## src/rtl/mt9v034_pkg.sv

```systemverilog
// Shared constants for the MT9V034 two-wire configuration master.
// State encodings, camera address and commonly used register addresses.
package mt9v034_pkg;

   localparam logic [6:0] DEFAULT_DEV_ADDR = 7'h5C;

   localparam logic [7:0]  REG_CHIP_VERSION = 8'h00;
   localparam logic [7:0]  REG_RESET        = 8'h0C;
   localparam logic [7:0]  REG_READ_MODE    = 8'h0D;
   localparam logic [15:0] CHIP_VERSION_ID  = 16'h1324;

   localparam int STATE_W = 4;

   localparam logic [STATE_W-1:0] ENC_IDLE   = 4'd0;
   localparam logic [STATE_W-1:0] ENC_START  = 4'd1;
   localparam logic [STATE_W-1:0] ENC_ADDR_W = 4'd2;
   localparam logic [STATE_W-1:0] ENC_REG    = 4'd3;
   localparam logic [STATE_W-1:0] ENC_WR_H   = 4'd4;
   localparam logic [STATE_W-1:0] ENC_WR_L   = 4'd5;
   localparam logic [STATE_W-1:0] ENC_RSTART = 4'd6;
   localparam logic [STATE_W-1:0] ENC_ADDR_R = 4'd7;
   localparam logic [STATE_W-1:0] ENC_RD_H   = 4'd8;
   localparam logic [STATE_W-1:0] ENC_RD_L   = 4'd9;
   localparam logic [STATE_W-1:0] ENC_STOP   = 4'd10;
   localparam logic [STATE_W-1:0] ENC_DONE   = 4'd11;

   typedef enum logic [STATE_W-1:0] {
      ST_IDLE   = ENC_IDLE,
      ST_START  = ENC_START,
      ST_ADDR_W = ENC_ADDR_W,
      ST_REG    = ENC_REG,
      ST_WR_H   = ENC_WR_H,
      ST_WR_L   = ENC_WR_L,
      ST_RSTART = ENC_RSTART,
      ST_ADDR_R = ENC_ADDR_R,
      ST_RD_H   = ENC_RD_H,
      ST_RD_L   = ENC_RD_L,
      ST_STOP   = ENC_STOP,
      ST_DONE   = ENC_DONE
   } state_t;

   function automatic logic [7:0] dev_byte(
      input logic [6:0] addr,
      input logic       rd
   );
      return {addr, rd};
   endfunction

endpackage

```

## src/rtl/mt9v034_i2c_tick_gen.sv

```systemverilog
// Quarter-bit tick generator: CLK_DIV divider plus 2-bit phase counter.
// Both counters sit at zero whenever the enable is low.
module i2c_tick_gen #(
   parameter int CLK_DIV = 120
) (
   input  logic       clk,
   input  logic       reset,
   input  logic       en,
   output logic       qtick,
   output logic [1:0] phase
);

   localparam int CW = (CLK_DIV > 1) ? $clog2(CLK_DIV) : 1;

   logic [CW-1:0] cnt;

   assign qtick = en && (cnt == CW'(CLK_DIV - 1));

   always_ff @(posedge clk) begin
      if (reset || !en) begin
         cnt   <= '0;
         phase <= '0;
      end else if (qtick) begin
         cnt   <= '0;
         phase <= phase + 2'd1;
      end else begin
         cnt <= cnt + 1'b1;
      end
   end

endmodule

```

## src/rtl/mt9v034_i2c_master.sv

```systemverilog
// Two-wire master running one 16-bit register write or read per request.
// Every bit slot is four quarter phases; SCL/SDA are registered from state.
module mt9v034_i2c_master
   import mt9v034_pkg::*;
#(
   parameter int         CLK_DIV  = 120,
   parameter logic [6:0] DEV_ADDR = DEFAULT_DEV_ADDR
) (
   input  logic        clk,
   input  logic        reset,
   input  logic        start,
   input  logic        rw,
   input  logic [7:0]  reg_addr,
   input  logic [15:0] wr_data,
   output logic        busy,
   output logic        done,
   output logic        ack_err,
   output logic [15:0] rd_data,
   output logic        scl_o,
   output logic        sda_oe,
   input  logic        sda_i
);

   state_t      state;
   logic [3:0]  bitcnt;
   logic        rw_q;
   logic [7:0]  addr_q;
   logic [15:0] wdata_q;
   logic [15:0] shreg;
   logic        ack_bit;

   logic        qtick;
   logic [1:0]  phase;
   logic        tick_en;
   logic        slot_end;
   logic        sample;
   logic        ack_slot;
   logic        master_tx;
   logic [7:0]  tx_byte;
   logic        scl_n;
   logic        sda_n;

   assign tick_en   = (state != ST_IDLE) && (state != ST_DONE);
   assign slot_end  = qtick && (phase == 2'd3);
   assign sample    = qtick && (phase == 2'd2);
   assign ack_slot  = (bitcnt == 4'd8);
   assign master_tx = (state != ST_RD_H) && (state != ST_RD_L);

   i2c_tick_gen #(
      .CLK_DIV (CLK_DIV)
   ) u_tick (
      .clk   (clk),
      .reset (reset),
      .en    (tick_en),
      .qtick (qtick),
      .phase (phase)
   );

   always_comb begin
      tx_byte = 8'hFF;
      unique case (state)
         ST_ADDR_W: tx_byte = dev_byte(DEV_ADDR, 1'b0);
         ST_REG:    tx_byte = addr_q;
         ST_WR_H:   tx_byte = wdata_q[15:8];
         ST_WR_L:   tx_byte = wdata_q[7:0];
         ST_ADDR_R: tx_byte = dev_byte(DEV_ADDR, 1'b1);
         default:   tx_byte = 8'hFF;
      endcase
   end

   // Bus levels for the current slot/phase; registered below.
   always_comb begin
      scl_n = 1'b1;
      sda_n = 1'b0;
      unique case (state)
         ST_START: begin
            sda_n = phase[1];
         end
         ST_ADDR_W, ST_REG, ST_WR_H, ST_WR_L, ST_ADDR_R: begin
            scl_n = phase[1];
            sda_n = !ack_slot && !tx_byte[3'd7 - bitcnt[2:0]];
         end
         ST_RD_H: begin
            scl_n = phase[1];
            sda_n = ack_slot;
         end
         ST_RD_L: begin
            scl_n = phase[1];
         end
         ST_RSTART: begin
            scl_n = (phase != 2'd0);
            sda_n = (phase == 2'd3);
         end
         ST_STOP: begin
            scl_n = (phase != 2'd0);
            sda_n = (phase != 2'd3);
         end
         default: begin
            scl_n = 1'b1;
            sda_n = 1'b0;
         end
      endcase
   end

   always_ff @(posedge clk) begin
      if (reset) begin
         state   <= ST_IDLE;
         bitcnt  <= '0;
         rw_q    <= 1'b0;
         addr_q  <= '0;
         wdata_q <= '0;
         shreg   <= '0;
         ack_bit <= 1'b1;
         busy    <= 1'b0;
         done    <= 1'b0;
         ack_err <= 1'b0;
         rd_data <= '0;
         scl_o   <= 1'b1;
         sda_oe  <= 1'b0;
      end else begin
         scl_o <= scl_n;
         sda_oe <= sda_n;
         done  <= 1'b0;

         if (sample) begin
            if (ack_slot) begin
               ack_bit <= sda_i;
            end else if (!master_tx) begin
               shreg <= {shreg[14:0], sda_i};
            end
         end

         unique case (state)
            ST_IDLE: begin
               if (start) begin
                  rw_q    <= rw;
                  addr_q  <= reg_addr;
                  wdata_q <= wr_data;
                  bitcnt  <= '0;
                  busy    <= 1'b1;
                  ack_err <= 1'b0;
                  state   <= ST_START;
               end
            end
            ST_START: begin
               if (slot_end) state <= ST_ADDR_W;
            end
            ST_RSTART: begin
               if (slot_end) state <= ST_ADDR_R;
            end
            ST_STOP: begin
               if (slot_end) begin
                  state <= ST_DONE;
                  done  <= 1'b1;
               end
            end
            ST_DONE: begin
               busy  <= 1'b0;
               state <= ST_IDLE;
            end
            default: begin
               if (slot_end) begin
                  if (!ack_slot) begin
                     bitcnt <= bitcnt + 4'd1;
                  end else begin
                     bitcnt <= '0;
                     // A NACK on any byte we sent aborts straight to STOP.
                     if (master_tx && ack_bit) begin
                        ack_err <= 1'b1;
                        state   <= ST_STOP;
                     end else begin
                        unique case (state)
                           ST_ADDR_W: state <= ST_REG;
                           ST_REG:    state <= rw_q ? ST_RSTART : ST_WR_H;
                           ST_WR_H:   state <= ST_WR_L;
                           ST_ADDR_R: state <= ST_RD_H;
                           ST_RD_H:   state <= ST_RD_L;
                           ST_RD_L: begin
                              rd_data <= shreg;
                              state   <= ST_STOP;
                           end
                           default:   state <= ST_STOP;
                        endcase
                     end
                  end
               end
            end
         endcase
      end
   end

endmodule

```

## config.mk

```make
export PLATFORM = sky130hd
export DESIGN_NAME = mt9v034_i2c_master
export DESIGN_NICKNAME = d
export VERILOG_FILES = /design/src/rtl/mt9v034_pkg.sv /design/src/rtl/mt9v034_i2c_tick_gen.sv /design/src/rtl/mt9v034_i2c_master.sv
export SDC_FILE = /design/constraint.sdc
export NUM_CORES = 1
export LEC_CHECK = 0
export CAP_MARGIN = 10
export CORE_UTILIZATION = 54
export DETAILED_ROUTE_END_ITERATION = 16
export PLACE_DENSITY = 0.85
export SLEW_MARGIN = 20
export SYNTH_ARGS = -nofsm -noshare
export SYNTH_HDL_FRONTEND = slang
export SYNTH_HIERARCHICAL = 1
export SYNTH_SLANG_ARGS = --single-unit
```

## constraint.sdc

```tcl
create_clock -name clk -period 3.4 [get_ports clk]
set_input_delay 0.68 -clock clk [delete_from_list [all_inputs] [get_ports clk]]
set_output_delay 0.68 -clock clk [all_outputs]
set_load 0.02 [all_outputs]
```

==> results of run 1 <==
==> worst paths after layout <==
| kind | from | endpoint | slack [ns] |
|---|---|---|---|
| worst max-delay path | u_tick/cnt[0] | state[0] | 0.82 |
| worst max register to register | u_tick/cnt[0] | state[0] | 0.82 |
| worst min register to register | wdata_q[10] | wdata_q[10] | 0.46 |
| worst min-delay path | wdata_q[10] | wdata_q[10] | 0.46 |
==> critical path: cells and delay by family (launching register included) <==
family,cells,cell delay (ns)
AO/OA/AOI/OAI,3,0.80
multiplexers,1,0.24
AND/OR/NAND/NOR,5,0.78
flip-flops,1,0.37
adder cells (fa/ha/maj),1,0.24
==> cells in the mapped netlist, types with 2 or more instances <==
master / n / area share
or3_1: 2 / 0.0035
nand3b_1: 4 / 0.0084
and3b_1: 2 / 0.0049
inv_1: 6 / 0.0063
o41ai_1: 2 / 0.0049
or4_1: 5 / 0.010
a21oi_1: 37 / 0.052
nand3_1: 6 / 0.0084
a311oi_1: 2 / 0.0049
nand2_1: 66 / 0.069
nand2b_1: 6 / 0.010
a221oi_1: 4 / 0.0098
dfxtp_1: 80 / 0.45
buf_2: 10 / 0.014
nor3b_1: 3 / 0.0063
and3_1: 2 / 0.0035
a31oi_1: 5 / 0.0087
o221ai_1: 2 / 0.0049
nor2b_1: 5 / 0.0087
nor2_1: 54 / 0.057
and2_1: 2 / 0.0035
o21ai_0: 15 / 0.021
ha_1: 3 / 0.010
nor4_1: 3 / 0.0052
clkbuf_1: 14 / 0.015
o211ai_1: 2 / 0.0042
o31ai_1: 4 / 0.0084
mux2i_1: 39 / 0.11
nand4_1: 2 / 0.0035
nor3_1: 6 / 0.0084
a211oi_1: 5 / 0.010
==> area by class of cell <==
type / instances / share of cell area
Clock buffer: 11 / 0.03532
Inverter: 6 / 0.005254
Multi-Input combinational cell: 307 / 0.4270
Tap cell: 77 / 0.02248
Timing Repair Buffer: 57 / 0.1273
Sequential cell: 80 / 0.3736
Clock inverter: 5 / 0.009048
==> logic make-up (layout without fill, tap and decap cells) <==
logic type | Yosys count | count (layout) | synth area share
fa+ha+maj | 3 | 3 | 0.01049
mux | 40 | 40 | 0.1122
xor+xnor | 1 | 1 | 0.002447
simple gates | 175 | 175 | 0.2338
compound gates | 88 | 88 | 0.1524
flops | 80 | 80 | 0.4474
buf+inv | 33 | 79 | 0.04124
==> power groups by stage <==
stage	sequential, uW	clock, uW	combinational [uW]
final	1140	659	838
after global routing	1150	709	923
after CTS	1130	669	829
after detailed placement	1160	0	824
after global placement	1150	0	816
after floorplan	1140	0	641
==> state kept, by name (all words and copies together), names as in the netlist <==
name,flops
addr_q,8
u_tick/phase,2
busy,1
wdata_q,16
scl_o,1
shreg,16
rd_data,16
ack_bit,1
bitcnt,4
sda_oe,1
done,1
state,4
u_tick/cnt,7
rw_q,1
ack_err,1
==> per-layer routing <==
metal	wire [um]	vias up	global-route usage
li1	-	1552	-
met1	3671	1439	0.3239
met2	3481	115	0.3510
met3	558	10	0.04871
met4	102	0	0.07396
met5	0	-	0
==> through the flow <==
stage / hold slack, ns / cell area, um2 / util / setup WS (ns) / cells
6_report: 0.4619 / 4287 / 0.6712 / 0.8220 / 543
5_1_grt: 0.4837 / 4287 / 0.6712 / 0.5847 / 543
4_1_cts: 0.4649 / 4287 / 0.6712 / 0.8698 / 543
3_5_place_dp: 0.4532 / 4096 / 0.6415 / 0.8977 / 527
3_3_place_gp: 0.4472 / 4096 / 0.6415 / 0.9857 / 527
2_1_floorplan: 0.4319 / 3580 / - / 0.6690 / 420
==> summary.md, run 1 <==
| Metric | Value |
|---|---|
| CTS buffer count | `9` |
| RSZ-0062 raised after global routing | `no` |
| CTS Buffer Depth | `2` |
| Multi-input gate area | `between 1500 and 2000 um2` |
| Ys flop type | `dfxtp_1` |
| Routability congestion estimate | `0.8842` |
| Total track usage | `0.2295` |
| Combinational Power Share | `0.319` |
| # Post-CTS Setup Buffers | `0` |
| Chip height | `between 80 and 90 um` |
| Pwr Density | `approximately 600 nW/um2` |
| Sequential share of power | `0.431` |
| Area growth, synth to finish | `19.75%` |
| Residual DRC count | `0` |
| Max-cap check violation count | `0` |
| Hpwl dp | `about 5400 um` |
| Initial antenna violation count | `0` |
| Clk network pwr share | `0.250` |
| Arr. time, crit path | `around 2.8 ns` |
| Port bufs | `49` |
| Worst-margin pin slew | `about 0.57 ns` |
| Largest net degree at the start of global routing | `57` |
| HP Class | `reg2reg` |
| Final critical-path required period | `2.578 ns` |
| Slew Limit Fails | `0` |
| Via density | `around 5.7` |
| Tcrit/Tclk final | `0.7582` |
| Vias | `between 3,000 and 4,000` |
| Vias in the first global route | `between 2,000 and 3,000` |
| Sequential-to-total area share from yosys stat | `0.4474` |
| Wire length per cell | `approximately 14 um` |
| Skew-Pair Late Insertion Delay | `around 0.35 ns` |
| Rows | `29` |
| Post-Synthesis Cell Area | `around 3600 um2` |
| Post-CTS Resized | `0` |
| Critical path startpoint category | `flip-flop` |
| Final Power | `2632 uW` |
| DR iter-0 viols | `283` |
| Detailed Routing Iterations Pass 1 | `5` |
| Synthesized flop and latch total | `80` |
| Most Frequent Cell on Critical Path | `nor2_1` |
| H-tree levels | `3` |
| TritonCTS clock tree | `done` |
| Wirelength, routed | `between 7000 and 8000 um` |
| Post-Syn Nets | `452` |
| Worst vdd ir | `between 0.3 and 0.4 mV` |
| Setup violators final | `0` |
| Fin. Hold Viols | `0` |
| Critical Path Max Stage Delay | `~0.46 ns` |
| Worst reg-to-reg path cell count | `10` |
| # fillers | `546` |
| CP max stage cell | `o22ai_1` |
| Psw | `roughly 950 uW` |
| Ant diodes | `0` |
| Clk sinks | `80` |
| Leakage | `approximately 0.0016 uW` |
| Antenna viol nets, final | `0` |
| Core Region | `6386 um2` |
| F_max | `about 390 MHz` |
| Most common cell after layout, fill and taps aside | `dfxtp_1` |
| Crit path kind | `reg2reg` |
| Total grt overflow | `0` |
| Sw Share | `0.3597` |
| Number of synthesized flops with an enable pin | `0` |
| Crit-path cells | `ha_1 > nand3b_1 > nor2_1 > and2_1 > nand3_1 > a211oi_1 > a31oi_1 > o22ai_1 > mux2i_1 > nor2_1` |
| Setup TNS | `0 ns` |
| Status | `finished, final reports clean` |
| Async SR Flop Fraction | `0` |
| Wire length of the first global-routing pass | `roughly 13,000 um` |
| Die width | `roughly 83 um` |
| Number of nets in the layout | `493` |
| IO Pins | `50` |
| Internal power consumption | `about 1700 uW` |
| Worst Path Required | `3.62 ns` |
| Die Footprint | `just under 7000 um2` |
| Post-CTS Hold Fix Bufs | `0` |
| Slew HR | `0.6195` |
| Worst Hold Depth | `2` |
| Yosys synthesis warning count | `6` |
| Setup Skew | `about 0.013 ns` |
| Max Fanout on Critical Path | `6` |
| Initial Util | `0.5605` |
| Avg Cell Area, Syn | `about 8.5 um2` |
| Storage cell area | `~1600 um2` |
| Crit end category | `flip-flop` |
| Share of layout cells above drive strength 1 | `0.07296` |
| Synth Instances | `420` |
| Yosys cell types | `53` |
| Most frequent cells in the layout | `dfxtp_1 (80), nand2_1 (66), nor2_1 (54)` |
| Root Buffer | `clkbuf_8` |
| Clk pin slew, worst setup/hold paths | `~0.08 ns` |
Power figures use the tool's default switching activity.
==> inputs of run 2 (changes only) <==
==> constraint.sdc (replaced) <==
create_clock -name clk -period 2.48 [get_ports clk]
set_input_delay 0.496 -clock clk [delete_from_list [all_inputs] [get_ports clk]]
set_output_delay 0.496 -clock clk [all_outputs]
set_load 0.02 [all_outputs]
==> run 2 against run 1 <==
- clock skew fell by 0.0066 ns
- final cell count rose by 0.74%
- critical path depth fell by 1
- setup slack got worse by 0.65 ns
- total power rose by 38%
- highest routed layer unchanged
- combinational power rose by 42%
- largest power group unchanged
- global-route usage rose by 1.5 points
- clock power rose by 33%
- critical path type unchanged
- die area did not move
- via count rose by 2.2%
- fmax rose by 12%
- first-iteration DRC count fell by 39%
==> summary.md, run 2 (same netlist as run 1, synthesis figures left out) <==
| Metric | Value |
|---|---|
| Status | `finished, final reports clean` |
| Cell family with most CP delay | `simple AND/OR/NAND/NOR gates` |
| Most Frequent Cell on Critical Path | `nand3b_1` |
| Vias in the first global route | `3,028 (+9.7%)` |
| H-tree levels | `3 (unchanged)` |
| Hpwl dp | `5513 um (+2.3%)` |
| Crit path kind | `reg2reg` |
| Critical path startpoint category | `flip-flop` |
| Leakage | `0.001610 uW (+0.97%)` |
| Tcrit/Tclk final | `0.9316 (+0.1733)` |
| Vias | `3,183 (+2.2%)` |
| Slew HR | `0.6404 (+0.02086)` |
| Pwr Density | `839.9 nW/um2 (+37%)` |
| Worst Hold Depth | `2 (unchanged)` |
| DR iter-0 viols | `173 (-39%)` |
| Arr. time, crit path | `2.55 ns (-0.25 ns)` |
| Die width | `83.42 um (unchanged)` |
| CTS buffer count | `9 (unchanged)` |
| Die Footprint | `6959 um2 (unchanged)` |
| Clk sinks | `80 (unchanged)` |
| Antenna viol nets, final | `0 (unchanged)` |
| Setup violators final | `0 (unchanged)` |
| IO Pins | `50 (unchanged)` |
| Chip height | `83.42 um (unchanged)` |
| Wirelength, routed | `8047 um (+3.0%)` |
| Crit-path cells | `ha_2 > nand3b_1 > nor2_2 > and2_1 > nand3b_1 > nor3_4 > buf_4 > mux2i_1 > nor2_1` |
| Final Cell Area | `4334 um2 (+1.1%)` |
| Initial antenna violation count | `0 (unchanged)` |
| Wire length of the first global-routing pass | `13,900 um (+6.4%)` |
| Largest net degree at the start of global routing | `57 (unchanged)` |
| Clk pin slew, worst setup/hold paths | `0.09 ns (about the same)` |
| R2R Path End | `shreg[9]` |
| Min-delay src | `wdata_q[9]` |
| Most frequent cells in the layout | `dfxtp_1 (80), nand2_1 (66), nor2_1 (53)` |
| Worst vdd ir | `0.5799 mV (+51%)` |
| Post-route insts no fill | `547 (+0.74%)` |
| Hold EP | `wdata_q[9]` |
| Share of layout cells above drive strength 1 | `0.08936 (+0.01640)` |
| Rows | `29 (unchanged)` |
| HP Class | `reg2reg` |
| Final core utilization | `0.6787 (+0.007445)` |
| Final critical-path required period | `2.310 ns (-0.2677 ns)` |
| CTS Buffer Depth | `2 (unchanged)` |
| Max-cap check violation count | `0 (unchanged)` |
| Worst reg2reg setup slack | `0.17 ns (-0.65 ns)` |
| Max Fanout on Critical Path | `16 (+10)` |
| Worst Path Required | `2.72 ns (-0.90 ns)` |
| Via density | `5.819 (+1.4%)` |
| Wire length per cell | `14.71 um (+2.2%)` |
| Total grt overflow | `0 (unchanged)` |
| Crit path buf inv count | `1 (+1)` |
| Post-CTS Hold Fix Bufs | `0 (unchanged)` |
| Core Region | `6386 um2 (unchanged)` |
| Biggest regs | `rd_data (16), shreg (16), wdata_q (16)` |
| Ant diodes | `0 (unchanged)` |
| Critical Path Stages | `9 (-1)` |
| Number of nets in the layout | `497 (+0.81%)` |
| Post-Place Cells | `530 (+0.57%)` |
| Worst R2R Start | `u_tick/cnt[0]` |
| Setup Skew | `0.006104 ns (-0.006628 ns)` |
| # fillers | `534 (-2.2%)` |
| Post-DP Area | `4119 um2 (+0.55%)` |
| Residual DRC count | `0 (unchanged)` |
| Fin. Hold Viols | `0 (unchanged)` |
| Skew-Pair Late Insertion Delay | `0.36 ns (about the same)` |
| Crit end category | `flip-flop` |
| Worst reg-to-reg path cell count | `9 (-1)` |
| F_max | `432.8 MHz (+12%)` |
| Total track usage | `0.2447 (+0.01521)` |
| Worst-margin pin slew | `0.5394 ns (-0.02704 ns)` |
| Routability congestion estimate | `0.9071 (+2.6%)` |
| Detailed Routing Iterations Pass 1 | `4 (-1)` |
| Slew Limit Fails | `0 (unchanged)` |
| CP max stage cell | `dfxtp_1` |
| Port bufs | `49 (unchanged)` |
| Root Buffer | `clkbuf_8` |
| Area growth, synth to finish | `21.08%` |
| Final Power | `3640 uW (+38%)` |
| Most common cell after layout, fill and taps aside | `dfxtp_1` |
| Initial Util | `0.5605 (unchanged)` |
| TritonCTS clock tree | `done` |
| Critical Path Max Stage Delay | `0.38 ns (-0.08 ns)` |
## run 2: how the worst max path moves through the flow
stage	from	slack [ns]	endpoint
final	u_tick/cnt[0]	0.17	shreg[9]
after global routing	u_tick/cnt[0]	-0.003	shreg[1]
after CTS	u_tick/cnt[0]	0.08	state[0]
after detailed placement	u_tick/cnt[0]	0.10	state[0]
after global placement	u_tick/cnt[0]	0.20	state[0]
after floorplan	state[0]	0.01	rd_data[10]
## run 2: final cells by class
cell class	count	area, um2	area share
inverter	6	22.52	0.005196
clock inverter	7	55.05	0.01270
multi-input combinational	307	1859	0.4290
tap	77	96.34	0.02223
sequential	80	1602	0.3695
clock buffer	9	123.9	0.02858
timing repair buffer	61	575.6	0.1328
## run 2: power breakdown
| group | internal (uW) | switching [uW] | total (uW) |
|---|---|---|---|
| sequential | 1440 | 136 | 1570 |
| combinational | 495 | 698 | 1190 |
| clock | 375 | 499 | 874 |
## run 2: worst register-to-register path, stage by stage, from the launching register on
cell and delay, ns:
dfxtp_1 0.38, ha_2 0.23, nand3b_1 0.14, nor2_2 0.20
and2_1 0.22, nand3b_1 0.20, nor3_4 0.17, buf_4 0.30
mux2i_1 0.30, nor2_1 0.06
## run 2: per-stage QoR
stage | hold slack (ns) | setup slack [ns] | TNS (ns)
after floorplan | 0.4319 | 0.01285 | 0
after global placement | 0.4409 | 0.1956 | 0
after detailed placement | 0.4498 | 0.1038 | 0
after CTS | 0.4625 | 0.07967 | 0
after global routing | 0.4840 | -0.002991 | -0.003123
final | 0.4596 | 0.1697 | 0
## run 2: metal layers
metal,vias to the layer above,share of wire,GRT usage
li1,1559,-,-
met1,1495,0.43,0.3155
met2,117,0.48,0.3964
met3,12,0.080,0.04771
met4,0,0.014,0.1125
met5,-,0,0
## run 2: timing repair
item                       in CTS  in global routing
setup endpoints to repair       0                 23
resized for setup               0                  6
buffers inserted                0                  1
